===== src/rtl/uart_tx_stage.sv =====
// 8N1 UART transmitter; byte buffer (holding register, or FIFO when UART_TX_FIFO_EN is defined) feeding a shifter.
// Latency: byte accepted at edge N is popped at N+1, start bit on uart_tx after N+2; frame is 10 bit periods.
// Backpressure: tx_ready = buffer not full, from registered state only; a push into a full buffer waits.
module uart_tx_stage #(
    parameter int CLK_FREQ = 100_000_000,
    parameter int BAUD     = 115200,
    parameter int FIFO_AW  = 4
) (
    input  logic       sysclk,
    input  logic       cpu_resetn,
    input  logic [7:0] tx_data,
    input  logic       tx_valid,
    output logic       tx_ready,
    output logic       uart_tx,
    output logic       tx_busy
);

    localparam int CLKS_PER_BIT = CLK_FREQ / BAUD;
    localparam int CNT_W        = $clog2(CLKS_PER_BIT);
    localparam logic [CNT_W-1:0] CNT_LAST = CNT_W'(CLKS_PER_BIT - 1);

    if (CLKS_PER_BIT < 2 || FIFO_AW < 1) begin : g_bad_cfg
        $error("uart_tx_stage: CLK_FREQ/BAUD must be >= 2 and FIFO_AW >= 1");
    end

    typedef enum logic [1:0] {S_IDLE, S_START, S_DATA, S_STOP} state_t;

    state_t           state, state_nxt;
    logic [CNT_W-1:0] cnt, cnt_nxt;
    logic [2:0]       bit_idx, bit_nxt;
    logic [7:0]       shift, shift_nxt;
    logic             line;
    logic             bit_end;
    logic             pop;
    logic             push;
    logic             buf_empty;
    logic [7:0]       buf_head;

    assign push = tx_valid && tx_ready;

`ifdef UART_TX_FIFO_EN
    localparam int DEPTH = 2 ** FIFO_AW;

    logic [7:0]       mem [DEPTH];
    logic [FIFO_AW:0] wr_ptr, rd_ptr;
    logic             full;

    // Extra pointer bit distinguishes full from empty when the low bits match.
    assign full      = (wr_ptr[FIFO_AW] != rd_ptr[FIFO_AW]) &&
                       (wr_ptr[FIFO_AW-1:0] == rd_ptr[FIFO_AW-1:0]);
    assign buf_empty = (wr_ptr == rd_ptr);
    assign buf_head  = mem[rd_ptr[FIFO_AW-1:0]];
    assign tx_ready  = !full;

    always_ff @(posedge sysclk or negedge cpu_resetn) begin
        if (!cpu_resetn) begin
            wr_ptr <= '0;
            rd_ptr <= '0;
        end else begin
            if (push) wr_ptr <= wr_ptr + 1'b1;
            if (pop)  rd_ptr <= rd_ptr + 1'b1;
        end
    end

    always_ff @(posedge sysclk) begin
        if (push) mem[wr_ptr[FIFO_AW-1:0]] <= tx_data;
    end
`else
    logic       hold_vld;
    logic [7:0] hold_dat;

    assign buf_empty = !hold_vld;
    assign buf_head  = hold_dat;
    assign tx_ready  = !hold_vld;

    // push needs an empty register and pop a full one, so they never coincide.
    always_ff @(posedge sysclk or negedge cpu_resetn) begin
        if (!cpu_resetn) begin
            hold_vld <= 1'b0;
            hold_dat <= '0;
        end else if (push) begin
            hold_vld <= 1'b1;
            hold_dat <= tx_data;
        end else if (pop) begin
            hold_vld <= 1'b0;
        end
    end
`endif

    assign bit_end = (cnt == CNT_LAST);
    assign tx_busy = (state != S_IDLE) || !buf_empty;

    always_ff @(posedge sysclk or negedge cpu_resetn) begin
        if (!cpu_resetn) begin
            state   <= S_IDLE;
            cnt     <= '0;
            bit_idx <= '0;
            shift   <= '0;
            uart_tx <= 1'b1;
        end else begin
            state   <= state_nxt;
            cnt     <= cnt_nxt;
            bit_idx <= bit_nxt;
            shift   <= shift_nxt;
            uart_tx <= line;
        end
    end

    always_comb begin
        state_nxt = state;
        cnt_nxt   = cnt;
        bit_nxt   = bit_idx;
        shift_nxt = shift;
        pop       = 1'b0;
        line      = 1'b1;
        case (state)
            S_IDLE: begin
                cnt_nxt = '0;
                if (!buf_empty) begin
                    pop       = 1'b1;
                    shift_nxt = buf_head;
                    state_nxt = S_START;
                end
            end
            S_START: begin
                line    = 1'b0;
                cnt_nxt = cnt + 1'b1;
                if (bit_end) begin
                    cnt_nxt   = '0;
                    bit_nxt   = '0;
                    state_nxt = S_DATA;
                end
            end
            S_DATA: begin
                line    = shift[0];
                cnt_nxt = cnt + 1'b1;
                if (bit_end) begin
                    cnt_nxt   = '0;
                    shift_nxt = {1'b0, shift[7:1]};
                    if (bit_idx == 3'd7) begin
                        bit_nxt   = '0;
                        state_nxt = S_STOP;
                    end else begin
                        bit_nxt = bit_idx + 1'b1;
                    end
                end
            end
            S_STOP: begin
                cnt_nxt = cnt + 1'b1;
                if (bit_end) begin
                    cnt_nxt = '0;
                    // Chain straight into the next start bit when a byte is waiting.
                    if (!buf_empty) begin
                        pop       = 1'b1;
                        shift_nxt = buf_head;
                        state_nxt = S_START;
                    end else begin
                        state_nxt = S_IDLE;
                    end
                end
            end
            default: state_nxt = S_IDLE;
        endcase
    end

endmodule


===== config.mk =====
export PLATFORM = sky130hd
export DESIGN_NAME = uart_tx_stage
export DESIGN_NICKNAME = d
export VERILOG_FILES = /design/src/rtl/uart_tx_stage.sv
export SDC_FILE = /design/constraint.sdc
export NUM_CORES = 1
export LEC_CHECK = 0
export CELL_PAD_IN_SITES_DETAIL_PLACEMENT = 1
export CELL_PAD_IN_SITES_GLOBAL_PLACEMENT = 1
export CORE_ASPECT_RATIO = 0.6
export CORE_MARGIN = 2
export CORE_UTILIZATION = 41
export DETAILED_ROUTE_END_ITERATION = 7
export PLACE_DENSITY = 0.77
export SLEW_MARGIN = 20
export SYNTH_ARGS = -nofsm -noshare
export SYNTH_HDL_FRONTEND = slang
export SYNTH_SLANG_ARGS = --single-unit

===== constraint.sdc =====
create_clock -name sysclk -period 2.2 [get_ports sysclk]
set_clock_uncertainty 0.2 [all_clocks]
set_input_delay 0.66 -clock sysclk [delete_from_list [all_inputs] [get_ports sysclk]]
set_output_delay 0.66 -clock sysclk [all_outputs]
set_load 0.005 [all_outputs]

==> impl_metrics.yaml <==
worst_setup_path:
  criticalPathCategory: "reg -> out"
  critPathMaxFanout: 1
  crit_chain: "clkdlybuf4s50_1"
  slowest_delay_ns: 0.52
  startpoint_type: "register"
  r2r_setup_slack_ns: 0.17
  worstPathRequired_ns: 1.34
  crit_family: "flip-flops"
  rr_worst_depth: 6
  crit_path_top_delay_cell: "dfstp_2"
  timing.rr.start: "state[1]$_DFFE_PN0P_"
  arrival_ns: 1.30
  critPathBufInv: 1
  crit_path_start: "uart_tx$_DFF_PN1_"
  crit_cells: 1
  r2r-end: "state[1]$_DFFE_PN0P_"
  cp-end-kind: "primary output"
yosys:
  yosys.area.top_type: "dfrtp_1"
  synth.most_common_cell: "dfrtp_1"
  ys_dominant_reg_cell: "dfrtp_1"
  yosysWarnings: 0
  synthTopCellsByArea: "dfrtp_1 49%, mux2_2 17%, ha_1 7.0%"
  synthesis.area_um2: 1620
  synth_top_area_share: 0.495
  synth.avg_cell_area_um2: 12.0
  ys_seq_area_frac: 0.511
  synth-edff-count: 0
  synth_cells: 135
  async_reset_ff_frac: 1.00
  synth_common_cells: "32 x dfrtp_1, 24 x mux2_2, 17 x nor2_1"
  ys_ff_latch: 33
  yosys.cell_types.count: 31
  syn-num-nets: 155
timing:
  setup-tns-final_ns: 0
  hold_viol_final: 0
  worstMarginPinSlew_ns: 0.341
  rsz0062_at_grt: "no"
  maxSlewHeadroom: 0.770
  drv_slew: 0
  setup_viol: 0
  post-route-period-util: 0.980
  fmax_ghz: 0.464
  finalCriticalPeriod_ns: 2.16
grt:
  antenna_found_initial: 0
  grt_use_total: 0.181
  grt_start_max_net_pins: 34
  grt_pass1_vias: 1159
  grt_pass1_wl_um: 5870
  grt-ovfl-total: 0
routing:
  wire_per_inst_um: 16.8
  drt_wl_total_um: 3490
  num_vias: 1098
  vias_per_cell: 5.28
  drtAntennaViolNets: 0
  drt_first_iter_violations: 19
  dr.pass1.iters: 3
  drc_errors: 0
power:
  powerDensity_nw_per_um2: 1350
  power.total_w: 0.00266
  p_leak_nw: 0.867
  ir_drop_mv: 0.554
cts:
  clk_path_buf_depth: 2
  root_buffer: "clkbuf_8"
  cts-htree-levels: 2
  clkSinkCount: 33
  cts_hold_buffers: 0
  cts_buffers: 5
  worst_skew_pair.late_latency_ns: 0.29
  path_clk_slew_ns: 0.06
  cts_tree: "built"
cells_and_area:
  syn2layout_area_growth_pct: 22.0
  fin_nets: 180
  nFillCells: 385
  antennaDiodeCount: 0
  drive_above_1_share: 0.311
  post-route-util: 0.530
floorplanning:
  start_util: 0.435
  fp.dieH_um: 52.7
  die_w_um: 85.1
  num_rows: 17
  coreArea_um2: 3720
  dieArea_um2: 4480
  io_pins: 14
min_path:
  holdCritPathClass: "reg -> reg"
  holdPathEnd: "buf_head[2]$_DFFE_PN0P_"
  whs_path_depth: 1
  hold_start: "buf_head[2]$_DFFE_PN0P_"
status:
  outcome: "finished, final reports clean"
place:
  portBuffers: 13
  dp.final_hpwl_um: 2590
  place_congestion: 0.829
job:
  maxCapViolations: 0
-- sequential cells by signal, indices dropped and copies added, names as in the netlist --
| signal | cells |
|---|---|
| bit_idx | 3 |
| hold_vld | 1 |
| state | 2 |
| buf_head | 8 |
| uart_tx | 1 |
| shift | 8 |
| cnt | 10 |
-- logic make-up (layout without fill, tap and decap cells) --
logic type,after synthesis,in the layout,share of synthesized area
buf+inv,11,37,0.0309
flops,33,33,0.511
mux,24,24,0.167
compound gates,12,12,0.0565
xor+xnor,8,8,0.0433
simple gates,38,38,0.121
fa+ha+maj,9,9,0.0696
-- stage by stage --
stage	instances	hold slack, ns	setup slack, ns	area, um2
floorplan	135	0.164	0.0840	1620
global placement	200	0.272	0.104	1880
detailed placement	200	0.293	0.0973	1880
CTS	208	0.308	0.0198	1970
global route	208	0.322	0.00873	1970
finish	208	0.304	0.0447	1970
-- power by group --
part / internal [W] / total, W / switching [W]
combinational: 0.000678 / 0.00121 / 0.000533
clock: 0.000255 / 0.000476 / 0.000221
sequential: 0.000845 / 0.000974 / 0.000129
-- metal layers --
metal	up-vias	part of all wire	wire (um)	global-route usage
li1	514	-	-	-
met1	564	0.48	1680	0.221
met2	12	0.48	1660	0.301
met3	8	0.026	92	0.0535
met4	0	0.017	59	0.0794
met5	-	0	0	0
-- worst max-delay path by stage --
stage	endpoint
floorplan	shift[2]$_DFFE_PN0P_
global placement	buf_head[5]$_DFFE_PN0P_
detailed placement	buf_head[4]$_DFFE_PN0P_
CTS	tx_ready
global route	tx_busy
finish	uart_tx
-- layout make-up --
| cell class | count | area (um2) | area share |
|---|---|---|---|
| Inverter | 6 | 22.5 | 0.0114 |
| Tap cell | 47 | 58.8 | 0.0298 |
| Clock buffer | 8 | 90.1 | 0.0457 |
| Multi-Input combinational cell | 91 | 746 | 0.378 |
| Timing Repair Buffer | 23 | 229 | 0.116 |
| Sequential cell | 33 | 827 | 0.419 |
-- repair_timing --
item	in CTS	in global routing
setup endpoints to repair	1	3
setup buffers	0	0
resized for setup	2	4
-- layout by cell type (no fill, tap or decap), types with 2 or more instances in the layout --
| master | netlist | routed |
|---|---|---|
| dfrtp_1 | 32 | 32 |
| nor2_1 | 17 | 17 |
| buf_12 | 0 | 2 |
| inv_1 | 6 | 3 |
| ha_1 | 9 | 7 |
| nor2b_1 | 3 | 3 |
| mux2_2 | 24 | 24 |
| xnor2_1 | 6 | 6 |
| ha_2 | 0 | 2 |
| nand2_1 | 5 | 5 |
| nor3_1 | 2 | 2 |
| xor2_1 | 2 | 2 |
| buf_4 | 0 | 8 |
| a32o_1 | 2 | 2 |
| inv_2 | 0 | 3 |
| clkbuf_8 | 0 | 6 |
| o21ai_0 | 2 | 2 |
| clkdlybuf4s50_1 | 0 | 12 |
| o21a_1 | 2 | 2 |
| nand3_1 | 4 | 4 |
| clkbuf_1 | 3 | 2 |
Note: power is estimated with default switching activity, not from simulation.
